[src/rtl/decode_stage.sv]
// Instruction-decode stage of the scalar/vector pipelined CPU.
// Splits the instruction word into its fields, holds the scalar and vector
// register files (asynchronous reads with write-through bypass from WB) and
// the lane mask register that Execute loads with vector compare results.
module decode_stage #(
  parameter int DATA_WIDTH        = 19,
  parameter int VECTOR_SIZE       = 6,
  parameter int SCALAR_REGNUM     = 8,
  parameter int VECTOR_REGNUM     = 8,
  parameter int ADDRESS_WIDTH     = 3,
  parameter int OPCODE_WIDTH      = 5,
  parameter int INSTRUCTION_WIDTH = 30
) (
  input  logic                              clock,
  input  logic                              reset,
  input  logic [INSTRUCTION_WIDTH-1:0]      instruction,
  input  logic                              writeEnableScalar,
  input  logic                              writeEnableVector,
  input  logic [ADDRESS_WIDTH-1:0]          writeAddress,
  input  logic [DATA_WIDTH-1:0]             writeScalarData,
  input  logic [VECTOR_SIZE*DATA_WIDTH-1:0] writeVectorData,
  input  logic                              weMaskVector,
  input  logic                              resetMaskVector,
  input  logic [VECTOR_SIZE-1:0]            maskVectorIn,
  output logic [OPCODE_WIDTH-1:0]           opcode,
  output logic [ADDRESS_WIDTH-1:0]          regDestinationAddress,
  output logic [ADDRESS_WIDTH-1:0]          reg1Address,
  output logic [ADDRESS_WIDTH-1:0]          reg2Address,
  output logic [DATA_WIDTH-1:0]             inmediate,
  output logic [DATA_WIDTH-1:0]             reg1ScalarContent,
  output logic [DATA_WIDTH-1:0]             reg2ScalarContent,
  output logic [VECTOR_SIZE*DATA_WIDTH-1:0] reg1VectorContent,
  output logic [VECTOR_SIZE*DATA_WIDTH-1:0] reg2VectorContent,
  output logic [VECTOR_SIZE-1:0]            maskVectorOut
);

  localparam int VEC_W  = VECTOR_SIZE * DATA_WIDTH;
  // Field layout, MSB first: opcode | rd | rs1 | rs2/immediate.
  localparam int RD_MSB = INSTRUCTION_WIDTH - OPCODE_WIDTH - 1;
  localparam int R1_MSB = RD_MSB - ADDRESS_WIDTH;
  localparam int R2_MSB = R1_MSB - ADDRESS_WIDTH;
  localparam int IMM_W  = R2_MSB + 1;

  logic [DATA_WIDTH-1:0] scalar_rf_q [SCALAR_REGNUM];
  logic [DATA_WIDTH-1:0] scalar_rf_d [SCALAR_REGNUM];
  logic [VEC_W-1:0]      vector_rf_q [VECTOR_REGNUM];
  logic [VEC_W-1:0]      vector_rf_d [VECTOR_REGNUM];
  logic [VECTOR_SIZE-1:0] mask_q;
  logic [VECTOR_SIZE-1:0] mask_d;

  logic [ADDRESS_WIDTH-1:0] rs1_addr;
  logic [ADDRESS_WIDTH-1:0] rs2_addr;

  // Field decode: pure wiring, zero latency, unaffected by reset.
  assign opcode                = instruction[INSTRUCTION_WIDTH-1 -: OPCODE_WIDTH];
  assign regDestinationAddress = instruction[RD_MSB -: ADDRESS_WIDTH];
  assign rs1_addr              = instruction[R1_MSB -: ADDRESS_WIDTH];
  assign rs2_addr              = instruction[R2_MSB -: ADDRESS_WIDTH];
  assign reg1Address           = rs1_addr;
  assign reg2Address           = rs2_addr;

  // The immediate overlaps rs2; the consumer picks whichever it needs.
  generate
    if (DATA_WIDTH > IMM_W) begin : g_imm_zext
      assign inmediate = {{(DATA_WIDTH-IMM_W){1'b0}}, instruction[IMM_W-1:0]};
    end else begin : g_imm_trunc
      assign inmediate = instruction[DATA_WIDTH-1:0];
    end
  endgenerate

  // Next state of the scalar register file: one write port from WB.
  always_comb begin
    scalar_rf_d = scalar_rf_q;
    if (writeEnableScalar) begin
      scalar_rf_d[writeAddress] = writeScalarData;
    end
  end

  // Next state of the vector register file, independent of the scalar file.
  always_comb begin
    vector_rf_d = vector_rf_q;
    if (writeEnableVector) begin
      vector_rf_d[writeAddress] = writeVectorData;
    end
  end

  // Mask next state: clearing to all ones wins over a load from Execute.
  always_comb begin
    mask_d = mask_q;
    if (resetMaskVector) begin
      mask_d = '1;
    end else if (weMaskVector) begin
      mask_d = maskVectorIn;
    end
  end

  // Scalar register file storage; reset clears every entry at once.
  always_ff @(posedge clock or posedge reset) begin
    if (reset) begin
      for (int i = 0; i < SCALAR_REGNUM; i++) begin
        scalar_rf_q[i] <= '0;
      end
    end else begin
      scalar_rf_q <= scalar_rf_d;
    end
  end

  // Vector register file storage; reset clears every entry at once.
  always_ff @(posedge clock or posedge reset) begin
    if (reset) begin
      for (int i = 0; i < VECTOR_REGNUM; i++) begin
        vector_rf_q[i] <= '0;
      end
    end else begin
      vector_rf_q <= vector_rf_d;
    end
  end

  // Lane mask register; all lanes enabled out of reset.
  always_ff @(posedge clock or posedge reset) begin
    if (reset) begin
      mask_q <= '1;
    end else begin
      mask_q <= mask_d;
    end
  end

  // Scalar reads with write-through bypass so Decode sees the value in WB.
  // The bypass is suppressed in reset because the write itself is blocked.
  always_comb begin
    reg1ScalarContent = scalar_rf_q[rs1_addr];
    reg2ScalarContent = scalar_rf_q[rs2_addr];
    if (reset) begin
      reg1ScalarContent = '0;
      reg2ScalarContent = '0;
    end else begin
      if (writeEnableScalar && (writeAddress == rs1_addr)) begin
        reg1ScalarContent = writeScalarData;
      end
      if (writeEnableScalar && (writeAddress == rs2_addr)) begin
        reg2ScalarContent = writeScalarData;
      end
    end
  end

  // Vector reads, bypassed the same way as the scalar ports.
  always_comb begin
    reg1VectorContent = vector_rf_q[rs1_addr];
    reg2VectorContent = vector_rf_q[rs2_addr];
    if (reset) begin
      reg1VectorContent = '0;
      reg2VectorContent = '0;
    end else begin
      if (writeEnableVector && (writeAddress == rs1_addr)) begin
        reg1VectorContent = writeVectorData;
      end
      if (writeEnableVector && (writeAddress == rs2_addr)) begin
        reg2VectorContent = writeVectorData;
      end
    end
  end

  // The mask is only ever seen as registered; Execute does the lane gating.
  assign maskVectorOut = mask_q;

endmodule

[config.mk]
export PLATFORM = sky130hd
export DESIGN_NAME = decode_stage
export DESIGN_NICKNAME = d
export VERILOG_FILES = /design/src/rtl/decode_stage.sv
export SDC_FILE = /design/constraint.sdc
export NUM_CORES = 2
export LEC_CHECK = 0
export BUFFER_PORTS_ARGS = -buffer_cell sky130_fd_sc_hd__buf_2
export CORE_MARGIN = 2
export CORE_UTILIZATION = 57
export DETAILED_ROUTE_END_ITERATION = 12
export GPL_TIMING_DRIVEN = 0
export PLACE_DENSITY = 0.86
export SLEW_MARGIN = 20
export SYNTH_ARGS = -nofsm -noshare
export SYNTH_HDL_FRONTEND = slang
export SYNTH_SLANG_ARGS = --single-unit
[constraint.sdc]
create_clock -name clock -period 64.8 [get_ports clock]
set_clock_uncertainty 0.15 [all_clocks]
set_input_delay 12.96 -clock clock [delete_from_list [all_inputs] [get_ports clock]]
set_output_delay 12.96 -clock clock [all_outputs]
set_load 0.02 [all_outputs]
Word level (Yosys, flattened, before mapping)
Index checks and enable logic that the tools add are counted.

word-level totals
  bits in registers = 1070
  latch bits = 0
  RAM bits = 0
  memory bits (read-only) = 0
  input bits = 178
  output and inout port bits = 305
  logic and storage cells = 60
  memories = 0

cells by class
  $add $sub $neg = 0
  $mul = 0
  div/mod/pow operators = 0
  order comparisons = 4
  equality and inequality tests = 2
  shift operators = 0
  muxes and demuxes = 28
  bitwise logic cells = 3
  reduce and logical (&&, ||, !) cells = 6

operator list
  kind                number
  $mux 114            9
  $bwmux 912          1
  $bmux 114 s3        2
  $demux 114 s3       1
  $mux 19             9
  $bwmux 152          1
  $bmux 19 s3         2
  $demux 19 s3        1
  $ge 4x4->1 const B  3
  $mux 6              2
  $not 3->4           3
  $eq 3x3->1          2
  $logic_and 1x1->1   5
  $lt 4x1->1 const B  1
  $reduce_bool 2->1   1

Logic depth before layout (Yosys ltp)
  word-level depth = 6
  mapped depth = 8

Worst setup path after synthesis
Ideal clock, no wire load.

  path type = input port to output port
  start point = input port reset
  end point = output port reg1VectorContent[87]
  arrival time = 48.345 ns
  slack = 3.345 ns
  stages on the path = 5
  cells stage by stage = inv_1 clkbuf_1 clkbuf_1 o21ai_0 a21oi_1

between the ends
  word-level cells in the longest chain between the ends = 1

RTL lines
  element             RTL line  text
  start: declaration  15        input logic reset,
  $mux 114            150       if (reset) begin
  end: declaration    32        output logic [VECTOR_SIZE*DATA_WIDTH-1:0] reg1VectorContent,

No other way between the ends.

Final worst setup path
  start point = input port instruction[18]
  end point = output port reg2VectorContent[100]

between the ends
  word-level cells in the longest chain between the ends = 6

RTL lines
  element                                      RTL line  text
  start: declaration                           16        input logic [INSTRUCTION_WIDTH-1:0] instruction,
  $not 3->4 (not written as such)              149       reg2VectorContent = vector_rf_q[rs2_addr];
  $bmux 114 s3                                 149
  $mux 114 (not written as such) (2 in a row)  149
  $mux 114 (*)                                 157       if (writeEnableVector && (writeAddress == rs2_addr)) begin
  $mux 114 (*)                                 150
  end: declaration                             33        output logic [VECTOR_SIZE*DATA_WIDTH-1:0] reg2VectorContent,

Mark *: on every way between the ends. The rest lies on a longest branch, timed or not. The select of a mux whose other input is x is not followed.

==> key figures <==
Clock tree
  – Clk buf depth: 3
  – Root buffer cell: clkbuf_16
  – CTS H-tree depth: 3
  – TritonCTS clock tree: built
  – Register clock-pin slew on the reported worst setup and hold paths: 0.06 ns
  – Setup repair bufs after CTS: 0
  – TritonCTS buffer count: 110
  – Resized cells post-CTS: 0
  – # hold bufs at CTS: 0
  – Clk Latency, worst-skew pair: 0.68 ns
  – Clk sink count: 1070

Synthesis
  – Synthesized instance count: 4611
  – Netlist cell types: 31
  – Synth warnings: 0
  – EDFF count, synth: 0
  – Post-Syn Area: 0.0589 mm²
  – Synth Area per Inst: 12.8 µm²
  – Synth Register Bits: 1070
  – Prevailing post-synth register cell: dfrtp_1
  – FFs w/ async S/R, synth: 1.00
  – Post-synthesis sequential area ratio: 0.455
  – Syn_nets: 4789

Drt
  – Vias per cell: 6.95
  – Wire length on met3: 23.5 mm
  – Met2 routed wirelength: 88.5 mm
  – Vias post-DR: 45639
  – Top Layer Used: met5
  – Initial DRC count: 5586
  – DR pass1 iterations: 6
  – Drt drc: 0
  – Met1 wire length: 68.5 mm
  – WL final: 195 mm
  – Final antenna-violating net count: 0
  – Routed WL per cell: 29.7 µm

Floorplan
  – Core area: 0.102 mm²
  – Initial core utilization: 0.576
  – Cell row count: 117
  – Die Wd: 325 µm
  – Die Height: 325 µm
  – DIE AREA: 0.106 mm²
  – Io pins: 483

Setup path
  – Startpoint Class: input pin
  – Reg-to-Reg Start: maskVectorOut[0]
  – Worst reg2reg setup slack: 63.77 ns
  – Crit Path Class: input pin to output pin
  – Worst Reg2Reg Path Length in Cells: 2
  – CP arrival: 16.34 ns
  – FF-to-FF End: maskVectorOut[0]
  – Worst setup EP type: output pin
  – Req. time, crit path: 51.69 ns
  – Worst-path fanout max: 14

Global route
  – Antenna violations before repair: 38
  – Vias in the first global route: 46435
  – GRT Overall Usage: 0.358
  – Largest net degree at the start of global routing: 56
  – GRT overflow: 0
  – First-pass GRT wire length: 288 mm

Timing
  – Max Slew Vio Count: 0
  – Setup TNS: 0 ns
  – Fin crit period: 29.45 ns
  – Endpoints failing setup: 0
  – Max-slew headroom: 0.142
  – Final hold viol count: 0
  – Worst Tran Pin Value: 1.29 ns
  – RSZ-0062 raised after global routing: false
  – Post-route clock period utilization: 0.455
  – Fmax: 34.0 MHz

Pwr
  – Pleak: 28.8 nW
  – VDD IR max: 0.0244 mV
  – Total power: 0.00215 W
  – Power Density: 32.1 mW/mm²

Run status
  – Status: finished, final reports clean

Worst hold path
  – Hold Path Sink: vector_rf_q[580]
  – Hold Path Cell Cnt: 1
  – HP Start: vector_rf_q[580]
  – Hold crit path type: register to register

Placed design
  – DP HPWL: 130 mm
  – Gpl congestion: 0.921
  – I/O Buffers: 321

Final layout
  – Final net count: 5247
  – Commonest non-fill, non-tap cell in the layout: dfrtp_1
  – # fillers: 7293
  – Share of layout cells above drive strength 1: 0.414
  – Most frequent cells in the layout: dfrtp_1 (1064), mux2_2 (994), buf_2 (563), mux2i_1 (528), a21oi_1 (528)
  – Area Growth Syn to Fin: 13.3%

Flow run
  – Max-Cap Viols: 0
[state kept, by name (all words and copies together) (netlist names)]
| name | cells |
|---|---|
| scalar_rf_q | 152 |
| vector_rf_q | 912 |
| maskVectorOut | 6 |
[synthesized netlist by cell type, types with 4 or more instances]
master / instances / share of area
buf_4: 69 / 0.0088
nand4_1: 4 / 0.00042
mux2_1: 70 / 0.013
buf_2: 242 / 0.021
dfrtp_1: 1064 / 0.45
a21oi_1: 528 / 0.045
mux4_2: 270 / 0.10
dfstp_2: 6 / 0.0027
clkbuf_1: 121 / 0.0077
mux2_2: 994 / 0.19
a211o_1: 6 / 0.00089
mux2i_1: 528 / 0.090
o22ai_1: 262 / 0.028
xnor2_1: 6 / 0.00089
buf_1: 131 / 0.0083
o21ai_0: 201 / 0.017
o21ai_1: 65 / 0.0055
nor2b_1: 8 / 0.00085
buf_6: 9 / 0.0017
nand2b_1: 6 / 0.00064
[critical path, cell delays in order]
cell and delay (ns):
buf_2 0.18, buf_2 0.63, xnor2_1 0.16, nand4_1 0.18
buf_2 0.73, buf_2 0.42, o21ai_1 0.10, a21oi_1 0.65
buf_2 0.30
[metrics by stage]
stage                     setup WS (ns)  hold slack, ns  utilization  cell area (µm²)  cells
final                             35.35           0.368        0.653            66700   6567
after floorplan                    3.35           0.321            -            58900   4611
after global routing              35.44           0.387        0.653            66700   6546
after CTS                         35.63           0.365        0.652            66600   6526
after global placement            -8.91           0.334        0.609            62200   6300
after detailed placement          35.64           0.350        0.615            62900   6325
[area by class of cell]
cell class,count,area [µm²],share of cell area
Inverter,1,3.75,0.0000562
Clock buffer,152,3170,0.0475
Tap cell,1368,1710,0.0256
Sequential cell,1070,26800,0.401
Timing Repair Buffer,346,2240,0.0336
Multi-Input combinational cell,2968,29300,0.440
Clock inverter,49,599,0.00898
Antenna cell,41,103,0.00154
Buffer,572,2780,0.0417
[layer usage]
layer  vias to the layer above  global-route usage
met5                         -                   0
met4                        26               0.244
met3                       822               0.122
met2                      3187               0.543
met1                     23221               0.433
li1                      18383                   -
[worst max-delay path by stage]
| stage | depth (start not counted) | endpoint | startpoint | slack, ns |
|---|---|---|---|---|
| global route | 9 | reg2VectorContent[100] | instruction[18] | 35.44 |
| CTS | 9 | reg2VectorContent[100] | instruction[18] | 35.63 |
| detailed placement | 9 | reg2VectorContent[100] | instruction[18] | 35.64 |
| finish | 9 | reg2VectorContent[100] | instruction[18] | 35.35 |
| floorplan | 5 | reg1VectorContent[87] | reset | 3.35 |
| global placement | 7 | reg1VectorContent[92] | reset | -8.91 |
[logic make-up (layout without fill, tap and decap cells)]
group	after synthesis	count (layout)	share of synthesized area
multiplexers	1862	1862	0.396
flip-flops	1070	1070	0.455
AO/OA/AOI/OAI	1062	1062	0.0962
buffers and inverters	573	1120	0.0472
AND/OR/NAND/NOR	38	38	0.00472
XOR/XNOR	6	6	0.000892
other	0	41	0
[power breakdown]
group / switching (W) / internal, W
sequential: 0.000117 / 0.000816
combinational: 0.000266 / 0.000274
clock: 0.000282 / 0.000389
total: 0.000666 / 0.00148
No activity file was read; power rests on OpenSTA's default activity.
